===== config.mk =====
export PLATFORM = sky130hd
export DESIGN_NAME = mix_columns_seq
export DESIGN_NICKNAME = d
export VERILOG_FILES = /design/src/rtl/aes_pkg.sv /design/src/rtl/mc_col_acc.sv /design/src/rtl/mix_columns_seq.sv
export SDC_FILE = /design/constraint.sdc
export NUM_CORES = 1
export LEC_CHECK = 0
export ABC_AREA = 1
export ABC_CLOCK_PERIOD_IN_PS = 13300
export CORE_MARGIN = 4
export CORE_UTILIZATION = 44
export CTS_CLUSTER_DIAMETER = 100
export DETAILED_ROUTE_END_ITERATION = 16
export DONT_BUFFER_PORTS = 1
export GPL_TIMING_DRIVEN = 0
export PLACE_DENSITY = 0.57
export SYNTH_ARGS = -nofsm -noshare
export SYNTH_HDL_FRONTEND = slang
export SYNTH_HIERARCHICAL = 1
export SYNTH_SLANG_ARGS = --single-unit

===== constraint.sdc =====
create_clock -name clk -period 13.3 [get_ports clk]
set_input_delay 1.995 -clock clk [delete_from_list [all_inputs] [get_ports clk]]
set_output_delay 1.995 -clock clk [all_outputs]
set_load 0.005 [all_outputs]

===== src/rtl/aes_pkg.sv =====
// Shared definitions for the byte-serial MixColumns sequencer: FSM encoding,
// state geometry and byte/column addressing into a big-endian 128-bit AES state.
package aes_pkg;

  localparam int STATE_W   = 128;
  localparam int BYTE_W    = 8;
  localparam int COL_W     = 32;
  localparam int NUM_BYTES = 16;

  typedef enum logic [1:0] {
    ST_IDLE = 2'd0,
    ST_RUN  = 2'd1,
    ST_DONE = 2'd2
  } mc_state_e;

  // Byte k sits at the most-significant end for k=0.
  function automatic logic [BYTE_W-1:0] state_byte(input logic [STATE_W-1:0] s,
                                                   input logic [3:0] k);
    return s[STATE_W-1 - BYTE_W*k -: BYTE_W];
  endfunction

  function automatic logic [STATE_W-1:0] set_column(input logic [STATE_W-1:0] s,
                                                    input logic [1:0] c,
                                                    input logic [COL_W-1:0] col);
    logic [STATE_W-1:0] r;
    r = s;
    r[STATE_W-1 - COL_W*c -: COL_W] = col;
    return r;
  endfunction

endpackage


===== src/rtl/mc_col_acc.sv =====
// Column accumulator: rotates the four datapath products by the byte's row
// position j and XOR-folds them into a 4-byte running column.
module mc_col_acc
  import aes_pkg::*;
(
  input  logic              clk,
  input  logic              rst,
  input  logic              en,
  input  logic [1:0]        j,
  input  logic [BYTE_W-1:0] prod_1,
  input  logic [BYTE_W-1:0] prod_2,
  input  logic [BYTE_W-1:0] prod_3,
  input  logic [BYTE_W-1:0] prod_4,
  output logic [COL_W-1:0]  col_out
);

  logic [3:0][BYTE_W-1:0] prod;
  logic [3:0][BYTE_W-1:0] contrib;
  logic [3:0][BYTE_W-1:0] acc_q;
  logic [1:0]             sel;

  // Row i takes product ((i - j) mod 4): the 2-bit subtraction supplies the wrap.
  always_comb begin
    prod    = {prod_4, prod_3, prod_2, prod_1};
    contrib = '0;
    sel     = '0;
    for (int i = 0; i < 4; i++) begin
      sel        = 2'(i) - j;
      contrib[i] = prod[sel];
    end
  end

  assign col_out = {acc_q[0] ^ contrib[0], acc_q[1] ^ contrib[1],
                    acc_q[2] ^ contrib[2], acc_q[3] ^ contrib[3]};

  // The last byte of a column completes it, so the accumulator restarts clean.
  always_ff @(posedge clk or posedge rst) begin
    if (rst) begin
      acc_q <= '0;
    end else if (en) begin
      acc_q <= (j == 2'd3) ? '0 : (acc_q ^ contrib);
    end
  end

endmodule


===== src/rtl/mix_columns_seq.sv =====
// Sequencer feeding an AES state byte-serially through the MixColumns datapath
// and assembling the mixed columns; a bypass request returns the state unmixed.
module mix_columns_seq
  import aes_pkg::*;
#(
  parameter int              EN_W  = 8,
  parameter logic [EN_W-1:0] EN_ON = {EN_W{1'b1}}
) (
  input  logic               clk,
  input  logic               rst,
  input  logic               in_valid,
  output logic               in_ready,
  input  logic [STATE_W-1:0] state_in,
  input  logic               bypass,
  output logic               out_valid,
  input  logic               out_ready,
  output logic [STATE_W-1:0] state_out,
  output logic [BYTE_W-1:0]  mc_in_byte,
  output logic [EN_W-1:0]    mc_enable,
  input  logic [BYTE_W-1:0]  mc_out_1,
  input  logic [BYTE_W-1:0]  mc_out_2,
  input  logic [BYTE_W-1:0]  mc_out_3,
  input  logic [BYTE_W-1:0]  mc_out_4
);

  mc_state_e          state_q, state_d;
  logic [3:0]         cnt_q;
  logic [STATE_W-1:0] cap_q;
  logic [STATE_W-1:0] out_q;
  logic [COL_W-1:0]   col_out;
  logic               accept;
  logic               running;

  always_comb begin
    state_d   = state_q;
    in_ready  = 1'b0;
    out_valid = 1'b0;
    unique case (state_q)
      ST_IDLE: begin
        in_ready = 1'b1;
        if (in_valid) state_d = bypass ? ST_DONE : ST_RUN;
      end
      ST_RUN: begin
        if (cnt_q == 4'd15) state_d = ST_DONE;
      end
      ST_DONE: begin
        out_valid = 1'b1;
        if (out_ready) state_d = ST_IDLE;
      end
      default: state_d = ST_IDLE;
    endcase
  end

  assign accept  = in_valid && (state_q == ST_IDLE);
  assign running = (state_q == ST_RUN);

  always_ff @(posedge clk or posedge rst) begin
    if (rst) begin
      state_q <= ST_IDLE;
      cnt_q   <= '0;
    end else begin
      state_q <= state_d;
      if (accept && !bypass) cnt_q <= '0;
      else if (running)      cnt_q <= cnt_q + 4'd1;
    end
  end

  // Working copy of the input; only meaningful while running, so it carries no reset.
  always_ff @(posedge clk) begin
    if (accept && !bypass) cap_q <= state_in;
  end

  assign mc_in_byte = running ? state_byte(cap_q, cnt_q) : '0;
  assign mc_enable  = running ? EN_ON : '0;

  mc_col_acc u_col_acc (
    .clk     (clk),
    .rst     (rst),
    .en      (running),
    .j       (cnt_q[1:0]),
    .prod_1  (mc_out_1),
    .prod_2  (mc_out_2),
    .prod_3  (mc_out_3),
    .prod_4  (mc_out_4),
    .col_out (col_out)
  );

  // Columns land one at a time as they complete; DONE holds the register untouched.
  always_ff @(posedge clk or posedge rst) begin
    if (rst) begin
      out_q <= '0;
    end else if (accept && bypass) begin
      out_q <= state_in;
    end else if (running && (cnt_q[1:0] == 2'd3)) begin
      out_q <= set_column(out_q, cnt_q[3:2], col_out);
    end
  end

  assign state_out = out_q;

endmodule


Yosys cells after proc, flatten, opt, wreduce, memory -nomap -nowiden
Cells that the tools add are included.

$add $sub $neg: 8. Multiply operators: 0. Divide/modulo/power cells: 0. Magnitude comparators: 4. Equality and inequality tests: 7. Shifts and indexed selects: 3. Multiplexer cells: 23. Bitwise gates (word level): 5. Reduce and logical (&&, ||, !) cells: 9.

Operator list (number): $mux W128 (2); $shift A32 B34 Y159 const A (1); $shiftx A32 B34 Y159 (1); $shiftx A135 B33 Y8 (1); $bwmux W128 (1); $bmux W8 S2 (4); $mux W8 (6); $neg A32 Y34 (1); $mux W32 (1); $xor A32 B32 Y32 (1); $xor A8 B8 Y8 (4); $sub A7 B7 Y8 const A (2); $lt A2 B3 Y1 const B (4); $mux W2 (4); $mux W4 (2); $pmux W2 S3 (1); $add A4 B1 Y4 const B (1); $eq A2 B2 Y1 const B (2); $eq A4 B4 Y1 const B (1); $logic_and A1 B1 Y1 (4); $ne A2 B2 Y1 const B (2); $reduce_bool A2 Y1 (2); $sub A1 B2 Y2 const A (2); $sub A2 B2 Y2 const A (2); other kinds (6) (7).

Register bits after elaboration: 294. Bits in latches: 0. RAM bits: 0. ROM bits: 0. Bits of input ports: 165. Memories: 0.

Longest topological paths before layout
Depth after elaboration: 8. Mapped depth: 10. Mapped depth without buffers: 8.

Cells and area by module
Netlist, hierarchy kept.

Modules (own cells, without submodules): mix_columns_seq (times used 1, cells an instance 1251, area an instance 11673.7 µm², sequential area each 7196.9 µm²); mc_col_acc (times used 1, cells an instance 442, area an instance 3239.4 µm², sequential area each 800.8 µm²).

Least setup slack after synthesis
No wires, ideal clock.

Kind: input to register. Start: input port bypass. End: register cap_q[0] (enable). Library setup time: 0.481 ns. Data arrival time: 4.667 ns. Data required time: 12.819 ns. Setup slack: 8.152 ns. Stages on the path: 3. Cells stage by stage: inv_1 > nand3_1 > inv_1.

Cells in the longest elaborated chain, start to end: 2.

Ends and longest elaborated chain: from (decl) (line mix_columns_seq.sv:14) `input logic bypass,`; $logic_not A1 Y1 (line mix_columns_seq.sv:70) `if (accept && !bypass) cap_q <= state_in;`; $logic_and A1 B1 Y1 (line mix_columns_seq.sv:70); to (signal assigned) (line mix_columns_seq.sv:70); to (decl) (line mix_columns_seq.sv:28) `logic [STATE_W-1:0] cap_q;`.

Every way passes these cells. A chain may end at the register's enable or synchronous reset.

Worst setup path after layout
Start: register cnt_q[1]. End: output port mc_in_byte[7].

Cells in the longest elaborated chain, start to end: 3.

Ends and longest elaborated chain: from (decl) (line mix_columns_seq.sv:27) `logic [3:0] cnt_q;`; from (signal assigned) (line mix_columns_seq.sv:64) `else if (running) cnt_q <= cnt_q + 4'd1;`; $sub A7 B7 Y8 (line aes_pkg.sv:19) `return s[STATE_W-1 - BYTE_W*k -: BYTE_W];`; $shiftx A135 B33 Y8 (line aes_pkg.sv:19); $mux W8 (line mix_columns_seq.sv:73) `assign mc_in_byte = running ? state_byte(cap_q, cnt_q) : '0;`; to (decl) (line mix_columns_seq.sv:18) `output logic [BYTE_W-1:0] mc_in_byte,`.

Every way passes these cells.

==> out/qor.csv <==
metric;value;unit
status;finished, final reports clean;
cts_setup_buffers;0;
wl_per_cell;24.3;um
cts.htree.levels;2;
ys_types;31;
die_y;192;um
final_core_util;49.8;%
ys.flop_type;dfrtp_1;
synth_top_area_share;27.9;%
routabilityCongestion;0.942;
async_reset_ff_share;56.5;%
syn-num-nets;1860;
finalCriticalPeriod;4.54;ns
drt-total-wl;53700;um
core.rowCount;67;
power_density;277;nW/um2
start_util;44.6;%
finClkSkew;0.0247;ns
root_buffer;clkbuf_16;
die_width;192;um
syn_area;14900;um2
track_usage;28.5;%
dp_cells;2143;
insertion_delay;0.52;ns
hpwl;41900;um
drive_above_1_share;14.6;%
instances_no_fill;2207;
cts.reportedPaths.clkPinSlew;0.06;ns
cp_max_fo;10;
startpoint_type;register;
syn_area_per_cell;8.81;um2
worst_ep_required_time;11.31;ns
portBuffers;0;
setup-violations-final;0;
yosys_warnings;6;
first_iter_violations;777;
post_cts_resized;0;
hold_path.class;reg2reg;
syn_inst;1693;
synthTopCellsByArea;dfrtp_1 28%, edfxtp_1 26%, nand2_1 14%;
maxSlewHeadroom;47.1;%
fin_tns_setup;0;ns
area_growth;11.7;%
firstDrtPassIters;5;
design.die.area;36900;um2
slew_violations;0;
antennaDiodeCount;0;
max-cap-violations;0;
slowest_stage;dfrtp_1;
cp_common_cell;nand2_1;
p_leak;7.64;nW
finalCritPeriodShare;34.2;%
max-clock-path-buffers;3;
core_area;33400;um2
synth_top_area_cell;dfrtp_1;
crit_type;reg2out;
grt_remaining_overflow;0;
first_global_vias;11700;
fin_nets;1899;
drcViolationCount;0;
antenna_left;0;
pin_count;311;
synth_edf_count;128;
rsz0062_at_grt;no;
worst_slew_pin_slew;0.792;ns
ys_seq_area_share;53.6;%
crit_chain;buf_2, clkbuf_1, nand3_1, nand2_1, nand2_1, nand2_1, nor2_1, nor2_1;
crit_path_end_kind;output pin;
cts_tree;yes;
grt_pass1_wl;76800;um
cts_hold_buf;0;
grt_start_max_net_pins;72;
fmax;220;MHz
peakVddDrop;0.151;mV
hold_viol;0;
antenna_found_initial;0;
vias;11900;
synth-seq-cells;294;
worstPathArrival;2.55;ns
slowest_delay;0.52;ns
clkSinkCount;294;
cts_buffers;35;
drt-vias-per-instance;5.39;
per-stage QoR:
step,instance area (um2),power [mW],hold WS (ns),setup slack [ns]
5_1_grt,16700,4.89,0.532,8.64
2_1_floorplan,14900,2.86,0.471,7.72
4_1_cts,16700,4.61,0.506,8.78
6_report,16700,4.62,0.508,8.76
3_3_place_gp,15500,3.64,0.484,5.79
3_5_place_dp,15500,3.67,0.493,9.32
state kept, by name, summed over array words and instances, names as in the netlist:
name             count
cap_q              128
state_out          128
u_col_acc/acc_q     32
cnt_q                4
state_q              2
Yosys cell counts (14+ instances only):
cell type / number
nand3_2: 61
dfrtp_1: 166
buf_6: 14
nor2_1: 129
edfxtp_1: 128
o211ai_1: 21
and2_1: 32
nand2_1: 549
buf_2: 50
inv_1: 172
nand2_4: 35
nand3_1: 170
buf_4: 21
a31oi_1: 107
final timing paths:
check	from	end	slack, ns	depth (start not counted)
max	cnt_q[1]	mc_in_byte[7]	8.76	8
min	u_col_acc/acc_q[13]	u_col_acc/acc_q[13]	0.51	2
max reg2reg	cnt_q[0]	state_out[24]	10.84	9
min reg2reg	u_col_acc/acc_q[13]	u_col_acc/acc_q[13]	0.51	2
max in group asynchronous	rst	cnt_q[3]	11.05	2
min in group asynchronous	rst	state_out[111]	1.45	1
cells in the final DEF (no fill, tap or decap):
cell,n
clkbuf_8,5
nor2_2,3
and2_1,32
inv_2,4
dfrtp_1,166
o21ai_0,2
ha_1,2
nor3_1,1
buf_12,3
nand2_4,35
clkbuf_16,35
inv_1,169
nor2_1,129
inv_6,5
buf_2,50
clkinv_1,3
nand3_2,61
clkinv_2,7
nand3_1,170
clkinvlp_4,1
a31oi_1,107
buf_6,14
clkbuf_1,18
buf_4,21
nand2_1,549
edfxtp_1,128
o211ai_1,21
inv_4,2
inv_8,1
nand2_2,4
buf_16,2
buf_1,1
nor2_8,1
a21oi_1,2
nor2_4,1
bufinv_16,2
o31ai_1,1
a211oi_1,1
logic make-up after synthesis:
family | synth area share (%)
simple gates | 31.4
compound gates | 5.78
flops | 53.6
buf+inv | 9.04
fa+ha+maj | 0.168
critical path: cells and delay by family, from the launching register on:
family / cells / cell delay [ns]
flip-flops: 1 / 0.52
AND/OR/NAND/NOR: 6 / 0.76
buffers and inverters: 2 / 0.74
power by group:
part	internal, mW	switching (mW)
clock network	0.556	0.386
logic	0.658	1.52
registers	1.25	0.250
total	2.46	2.15
final cells by class:
| cell class | instances | area, um2 |
|---|---|---|
| sequential | 294 | 8000 |
| multi-input combinational | 1122 | 5570 |
| tap | 448 | 561 |
| timing repair buffer | 2 | 55.1 |
| buffer | 98 | 663 |
| clock inverter | 15 | 136 |
| fill | 3180 | 16800 |
| clock buffer | 49 | 978 |
| inverter | 179 | 694 |
layer usage:
layer | track usage, % | part of all wire [%] | up-vias
li1 | - | - | 5591
met1 | 34.1 | 38 | 5719
met2 | 47.5 | 48 | 484
met3 | 9.80 | 10 | 104
met4 | 10.9 | 4.2 | 0
met5 | 0 | 0 | -
(Power assumes the default switching activity.)
